===== src/rtl/mix_pkg.sv =====
// Shared types and constants for the serial lane-mixing engine.
// The MIX_XORSHIFT_EN build option uses XSHIFT as its shift distance.
package mix_pkg;

    localparam int NLANES = 8;
    localparam int XSHIFT = 16;

    typedef enum logic [1:0] {
        LOAD,
        RUN,
        FINAL,
        DRAIN
    } state_t;

    localparam int unsigned MUL [NLANES] = '{2, 3, 5, 7, 11, 13, 17, 19};
    localparam int unsigned ADD [NLANES] = '{3, 5, 7, 11, 13, 17, 19, 23};

endpackage


===== src/rtl/mix_lane_step.sv =====
// Combinational lane-step function for one RUN cycle.
// With MIX_XORSHIFT_EN defined, the lane three ahead is shifted and XORed in.
module mix_lane_step
    import mix_pkg::*;
#(
    parameter int W = 32
) (
    input  logic [W-1:0] cur,
    input  logic [W-1:0] prev1,
    input  logic [W-1:0] prev2,
`ifdef MIX_XORSHIFT_EN
    input  logic [W-1:0] ahead3,
`endif
    output logic [W-1:0] result
);

`ifdef MIX_XORSHIFT_EN
    assign result = (cur + prev1 - prev2) ^ (ahead3 << XSHIFT);
`else
    assign result = cur + prev1 - prev2;
`endif

endmodule


===== src/rtl/mix_stream_engine.sv =====
// Serial 8-lane mixer: load seed, ROUNDS lane-chained mix passes, final mul-add, drain.
// Build option MIX_XORSHIFT_EN selects the xorshift variant of the RUN step.
module mix_stream_engine
    import mix_pkg::*;
#(
    parameter int W      = 32,
    parameter int ROUNDS = 4
) (
    input  logic         clk,
    input  logic         rst_n,
    input  logic         in_valid,
    output logic         in_ready,
    input  logic [W-1:0] in_data,
    output logic         out_valid,
    input  logic         out_ready,
    output logic [W-1:0] out_data,
    output logic         out_last,
    output logic         busy
);

    // Wide enough to count up to ROUNDS-1 even when ROUNDS is 0 or 1.
    localparam int RW = $clog2(ROUNDS + 2);

    state_t         state;
    logic [2:0]     idx;
    logic [RW-1:0]  rnd;
    logic [W-1:0]   lane [NLANES];
    logic [W-1:0]   fin  [NLANES];
    logic [W-1:0]   step_val;

    // Lane indices wrap mod 8 through natural 3-bit arithmetic.
    mix_lane_step #(.W(W)) u_step (
        .cur    (lane[idx]),
        .prev1  (lane[idx - 3'd1]),
        .prev2  (lane[idx - 3'd2]),
`ifdef MIX_XORSHIFT_EN
        .ahead3 (lane[idx + 3'd3]),
`endif
        .result (step_val)
    );

    always_comb begin
        for (int i = 0; i < NLANES; i++) begin
            fin[i] = lane[i] * W'(MUL[i]) + W'(ADD[i]);
        end
    end

    always_ff @(posedge clk or negedge rst_n) begin
        if (!rst_n) begin
            state     <= LOAD;
            idx       <= '0;
            rnd       <= '0;
            in_ready  <= 1'b1;
            out_valid <= 1'b0;
            out_last  <= 1'b0;
            busy      <= 1'b0;
            out_data  <= '0;
            for (int i = 0; i < NLANES; i++) begin
                lane[i] <= '0;
            end
        end else begin
            case (state)
                LOAD: begin
                    if (in_valid && in_ready) begin
                        lane[idx] <= in_data;
                        idx       <= idx + 3'd1;
                        if (idx == 3'd7) begin
                            in_ready <= 1'b0;
                            busy     <= 1'b1;
                            state    <= (ROUNDS == 0) ? FINAL : RUN;
                        end
                    end
                end

                RUN: begin
                    lane[idx] <= step_val;
                    idx       <= idx + 3'd1;
                    if (idx == 3'd7) begin
                        if (int'(rnd) == ROUNDS - 1) begin
                            rnd   <= '0;
                            state <= FINAL;
                        end else begin
                            rnd <= rnd + 1'b1;
                        end
                    end
                end

                FINAL: begin
                    for (int i = 0; i < NLANES; i++) begin
                        lane[i] <= fin[i];
                    end
                    // Present lane 0 straight away so DRAIN starts with valid data.
                    out_data  <= fin[0];
                    out_valid <= 1'b1;
                    out_last  <= 1'b0;
                    busy      <= 1'b0;
                    idx       <= '0;
                    state     <= DRAIN;
                end

                DRAIN: begin
                    if (out_ready) begin
                        if (idx == 3'd7) begin
                            out_valid <= 1'b0;
                            out_last  <= 1'b0;
                            out_data  <= '0;
                            in_ready  <= 1'b1;
                            idx       <= '0;
                            rnd       <= '0;
                            state     <= LOAD;
                            for (int i = 0; i < NLANES; i++) begin
                                lane[i] <= '0;
                            end
                        end else begin
                            idx      <= idx + 3'd1;
                            out_data <= lane[idx + 3'd1];
                            out_last <= (idx == 3'd6);
                        end
                    end
                end

                default: state <= LOAD;
            endcase
        end
    end

endmodule


===== config.mk =====
export PLATFORM = sky130hd
export DESIGN_NAME = mix_stream_engine
export DESIGN_NICKNAME = d
export VERILOG_FILES = /design/src/rtl/mix_pkg.sv /design/src/rtl/mix_lane_step.sv /design/src/rtl/mix_stream_engine.sv
export SDC_FILE = /design/constraint.sdc
export NUM_CORES = 2
export LEC_CHECK = 0
export CAP_MARGIN = 10
export CORE_MARGIN = 5
export CORE_UTILIZATION = 50
export CTS_CLUSTER_SIZE = 30
export DETAILED_ROUTE_END_ITERATION = 6
export GPL_ROUTABILITY_DRIVEN = 1
export MAX_ROUTING_LAYER = met4
export PLACE_DENSITY = 0.66
export REMOVE_ABC_BUFFERS = 1
export SYNTH_ARGS = -nofsm -noshare
export SYNTH_HDL_FRONTEND = slang
export SYNTH_SLANG_ARGS = --single-unit
export TNS_END_PERCENT = 100

===== constraint.sdc =====
create_clock -name clk -period 9.34 [get_ports clk]
set_input_delay 2.802 -clock clk [delete_from_list [all_inputs] [get_ports clk]]
set_output_delay 2.802 -clock clk [all_outputs]
set_load 0.1 [all_outputs]

---- Yosys cells after proc, flatten, opt, wreduce, memory -nomap -nowiden ----
Index checks and enable logic that the tools add are counted.
W data, S select, Z words.
word-level totals
  register bits after elaboration ......... 300
  input bits .............................. 36
  output and inout port bits .............. 36
  word-level logic and storage cells ...... 124
cells by class
  add/sub/neg operators ................... 14
  multiply operators ...................... 7
  $lt $le $gt $ge ......................... 5
  equal/unequal tests ..................... 12
  mux-type cells .......................... 51
  bitwise operators ....................... 4
  reductions and logical operators ........ 15
operators with widths
  kind                     count
  $pmux W256 S4            1
  $mux W256                3
  $bwmux W256              2
  $bmux W32 S3             4
  $mux W32                 11
  $add A32 B5 Y32 const B  3
  $demux W32 S3            1
  $add A32 B3 Y32 const B  2
  $add A32 B4 Y32 const B  2
  $mul A32 B3 Y32 const B  2
  $mul A32 B4 Y32 const B  2
  $mul A32 B5 Y32 const B  2
  $pmux W32 S2             1
  $add A32 B2 Y32 const B  1
  $add A32 B32 Y32         1
  $mul A32 B2 Y32 const B  1
  $sub A32 B32 Y32         1
  $mux W3                  7
  $ge A4 B4 Y1 const B     4
  $not A3 Y4               4
  $mux W2                  6
  $ne A2 B2 Y1 const B     6
  $pmux W3 S4              1
  $eq A3 B3 Y1 const B     3
  other kinds (18)         37

---- Longest topological paths before layout ----
  word-level depth ........................ 9
  gate-level depth with buffers ........... 25
  depth with buffers taken out ............ 20

---- By module ----
A second synthesis with hierarchy kept.
unflattened totals
  cells, all modules ...................... 5119
  area total of the unflattened synthesis .. 45469.9 um^2
modules (own cells, without submodules)
  module             times used  cells an instance  area an instance (um^2)  seq. area each (um^2)
  mix_stream_engine  1           4721               42593.4                  7508.5
  mix_lane_step      1           398                2876.5                   0.0

---- Worst setup path before layout ----
OpenSTA, ideal clock, no wires.
  path kind ............................... reg2reg
  from .................................... reg idx[0]
  to ...................................... reg with a tool-made name
  setup time .............................. 0.142 ns
  arrival ................................. 6.816 ns
  required time ........................... 9.198 ns
  slack ................................... 2.382 ns
  cell stages (with the launch flop) ...... 24
  buffers on the path ..................... 7
  clock period less this slack ............ 6.958 ns
  path through ............................ dfrtp_1 > buf_2 > clkinv_1 > clkbuf_1 > buf_1 > ha_1 > buf_1 > clkbuf_1 > buf_1 > buf_1 > mux2i_1 > fa_1 > inv_1 > ha_1 > or3_1 > a21o_1 > o31a_1 > a32o_1 > a21o_4 > a311oi_4 > xor2_2 > mux2_1 > a221oi_1 > a211oi_1
RTL lines
  element                 line                      source
  start, declared         mix_stream_engine.sv:25   logic [2:0] idx;
  start signal, assigned  mix_stream_engine.sv:66   idx <= idx + 3'd1;
  start signal, assigned  mix_stream_engine.sv:77   idx <= idx + 3'd1;
  start signal, assigned  mix_stream_engine.sv:115  idx <= idx + 3'd1;

==> results.yml <==
floorplanning:
  rows: 110
  core_area_um2: 90100
  start_util_pct: 50.4
  ioPinCount: 72
  die_height_um: 311
  die_x_um: 311
  dieArea_um2: 97000
clock_network:
  clkTransAtPathRegs_ns: 0.06
  clk_path_buf_depth: 3
  postCtsSetupRepairBufs: 0
  ctsHoldBuffers: 0
  cts_buffers: 39
  ctsResizeCount: 0
  cts_max_level: 2
  cts.sinks: 300
  cts_tree: "done"
  root_buffer: "clkbuf_16"
  clkLatencyLatePin_ns: 0.58
routing:
  ant_nets: 0
  drc: 0
  drt_iter0_drc: 5423
  routed_wl_um: 167000
  firstDrtPassIters: 7
  via_per_inst: 6.86
  wl_per_cell_um: 26.9
  via_count: 42700
global_routing:
  grt_pass1_wl_um: 255000
  met2_usage_pct: 50.4
  grt-busiest-layer: "met2"
  overflow: 0
  grt_use_total_pct: 34.5
  grt_pass1_vias: 41700
  antenna_found_initial: 2
  grt_max_degree: 137
  grt_use_met1_pct: 46.4
  use_met3_pct: 9.79
synthesis:
  ys_seq_elements: 300
  synth.distinct_cells: 88
  ys_top_cells_by_area: "dfrtp_1, ha_1, mux4_2"
  ys.flop_type: "dfrtp_1"
  synth_seq_area_share_pct: 16.5
  synthMostInstantiatedCell: "nand2_1"
  yosysTopAreaCell: "dfrtp_1"
  ys_top_cells_by_count: "nand2_1, ha_1, inv_1, a21oi_1, o21ai_0"
  yosysTopAreaCellShare_pct: 16.5
  syn-mean-instance-area_um2: 8.78
  netlist_instances: 5171
  async_flop_share_pct: 100
  yosysWarnings: 0
  synth_edf_count: 0
  synth_area_um2: 45400
sta:
  skew_ns: 0.0217
  post-route-period-util_pct: 75.8
  report.final.setup_viol: 0
  rsz0062_at_grt: "false"
  fin_crit_ns: 7.08
  tns_ns: 0
  finalWorstSetupSlack_ns: 2.26
  fmax_ghz: 0.141
  relSlewSlack_pct: 9.65
  hold_viol_final: 0
  tightest_slew_ns: 1.35
  maxSlewViolCount: 0
worst_setup_path:
  max_stage_delay_ns: 1.02
  start_kind: "register"
  path_cells: "inv_4 -> ha_4 -> xor2_4 -> buf_4 -> mux4_2 -> mux2i_1 -> fa_1 -> inv_1 -> ha_1 -> a21o_1 -> a21o_1 -> a21oi_1 -> o2bb2ai_1 -> o21ai_1 -> a21oi_1 -> xor2_1 -> o21ai_0 -> a21oi_1 -> a21oi_1"
  cp-end-kind: "register"
  critPathArrivalTime_ns: 7.53
  cpMaxStageDelayCell: "xor2_1"
  crit_required_ns: 9.79
  cp_common_cell: "a21oi_1"
  critPathKind: "reg -> reg"
  crit_path_max_fanout: 37
hold_path:
  holdCritPathClass: "reg -> reg"
finish:
  layoutNonFillerInstCount: 6227
  drive_gt1_share_pct: 8.95
  diodes: 0
  area_growth_pct: 6.57
  fin_util_pct: 53.7
  nets: 5806
job:
  cap_violations: 0
place:
  placedCellCount: 6156
  gp_congestion: 0.994
  portBuffers: 71
  place_ws_ns: 2.39
  dpl.hpwl_um: 126000
status:
  outcome: "finished clean"
-- layer usage --
metal	share of wire, %	routed length, µm
met4	3.9	6530
met1	41	68000
met5	0	0
met2	43	71500
met3	13	21400
-- through the flow --
step	hold slack (ns)	area, µm²
after detailed placement	0.478	47100
after floorplan	0.473	44200
after CTS	0.492	48400
after global placement	0.470	47100
final	0.490	48400
after global routing	0.504	48400
-- final cells by class --
cell class              count  area (µm²)
fillers                  8320       41800
multi-input cells        4152       35400
flip-flops and latches    300        7520
inverters                 395        1490
well taps                1176        1470
repair buffers            135        1260
clock buffers              57        1160
clock inverters            12         135
-- kinds of logic (layout without fill, tap and decap cells) --
logic type / Yosys count / after routing / synth area share, %
AO/OA/AOI/OAI: 1535 / 1535 / 22.2
AND/OR/NAND/NOR: 1223 / 1223 / 11.6
adder cells (fa/ha/maj): 747 / 747 / 23.1
buffers and inverters: 719 / 599 / 5.99
multiplexers: 366 / 366 / 15.1
flip-flops: 300 / 300 / 16.5
XOR/XNOR: 281 / 281 / 5.45
-- cells in the final DEF, fill, tap and decap left out, types with 14 or more instances in the layout --
cell type	n
nor3_1	34
and2_1	18
xor2_1	108
nand4_1	28
o22ai_1	45
o22a_1	26
xnor2_1	171
o221ai_1	23
and3_1	36
nor2_1	299
o21a_1	31
inv_1	392
nor2b_1	26
o211ai_1	25
a211oi_1	53
nand3_1	67
mux2i_1	100
a21oi_1	371
ha_1	591
a31oi_1	37
o21bai_1	30
fa_1	150
nand2_1	620
a221oi_1	168
or3_1	16
mux4_2	256
o31ai_1	127
clkdlybuf4s50_1	70
a22o_1	14
dfrtp_1	296
o21ai_1	29
nand2b_1	33
clkbuf_16	40
a21o_1	116
o21ai_0	321
buf_4	59
-- path summary, 6_finish.rpt --
| check | cells after the start | slack [ns] | from | end |
|---|---|---|---|---|
| setup / recovery | 19 | 2.26 | idx[0]$_DFFE_PN0P_ | register |
| hold / removal | 1 | 0.49 | out_data[8]$_DFFE_PN0P_ | out_data[8]$_DFFE_PN0P_ |
| setup reg to reg | 19 | 2.26 | idx[0]$_DFFE_PN0P_ | register |
| hold reg to reg | 1 | 0.49 | out_data[8]$_DFFE_PN0P_ | out_data[8]$_DFFE_PN0P_ |
| max in group asynchronous | 2 | 5.85 | rst_n | async pin |
| min in group asynchronous | 1 | 2.24 | rst_n | async pin |
-- worst max-delay path: cells and delay by family, from the launching register on --
family                   cells  cell delay, ns
multiplexers                 2            0.63
flip-flops                   1            0.63
XOR/XNOR                     2            1.82
AO/OA/AOI/OAI                9            1.71
adder cells (fa/ha/maj)      3            0.97
buffers and inverters        3            1.17
Power is left out: the tool's default activity adds up to more than one toggle a clock period on the data nets, which glitch-free logic cannot reach.
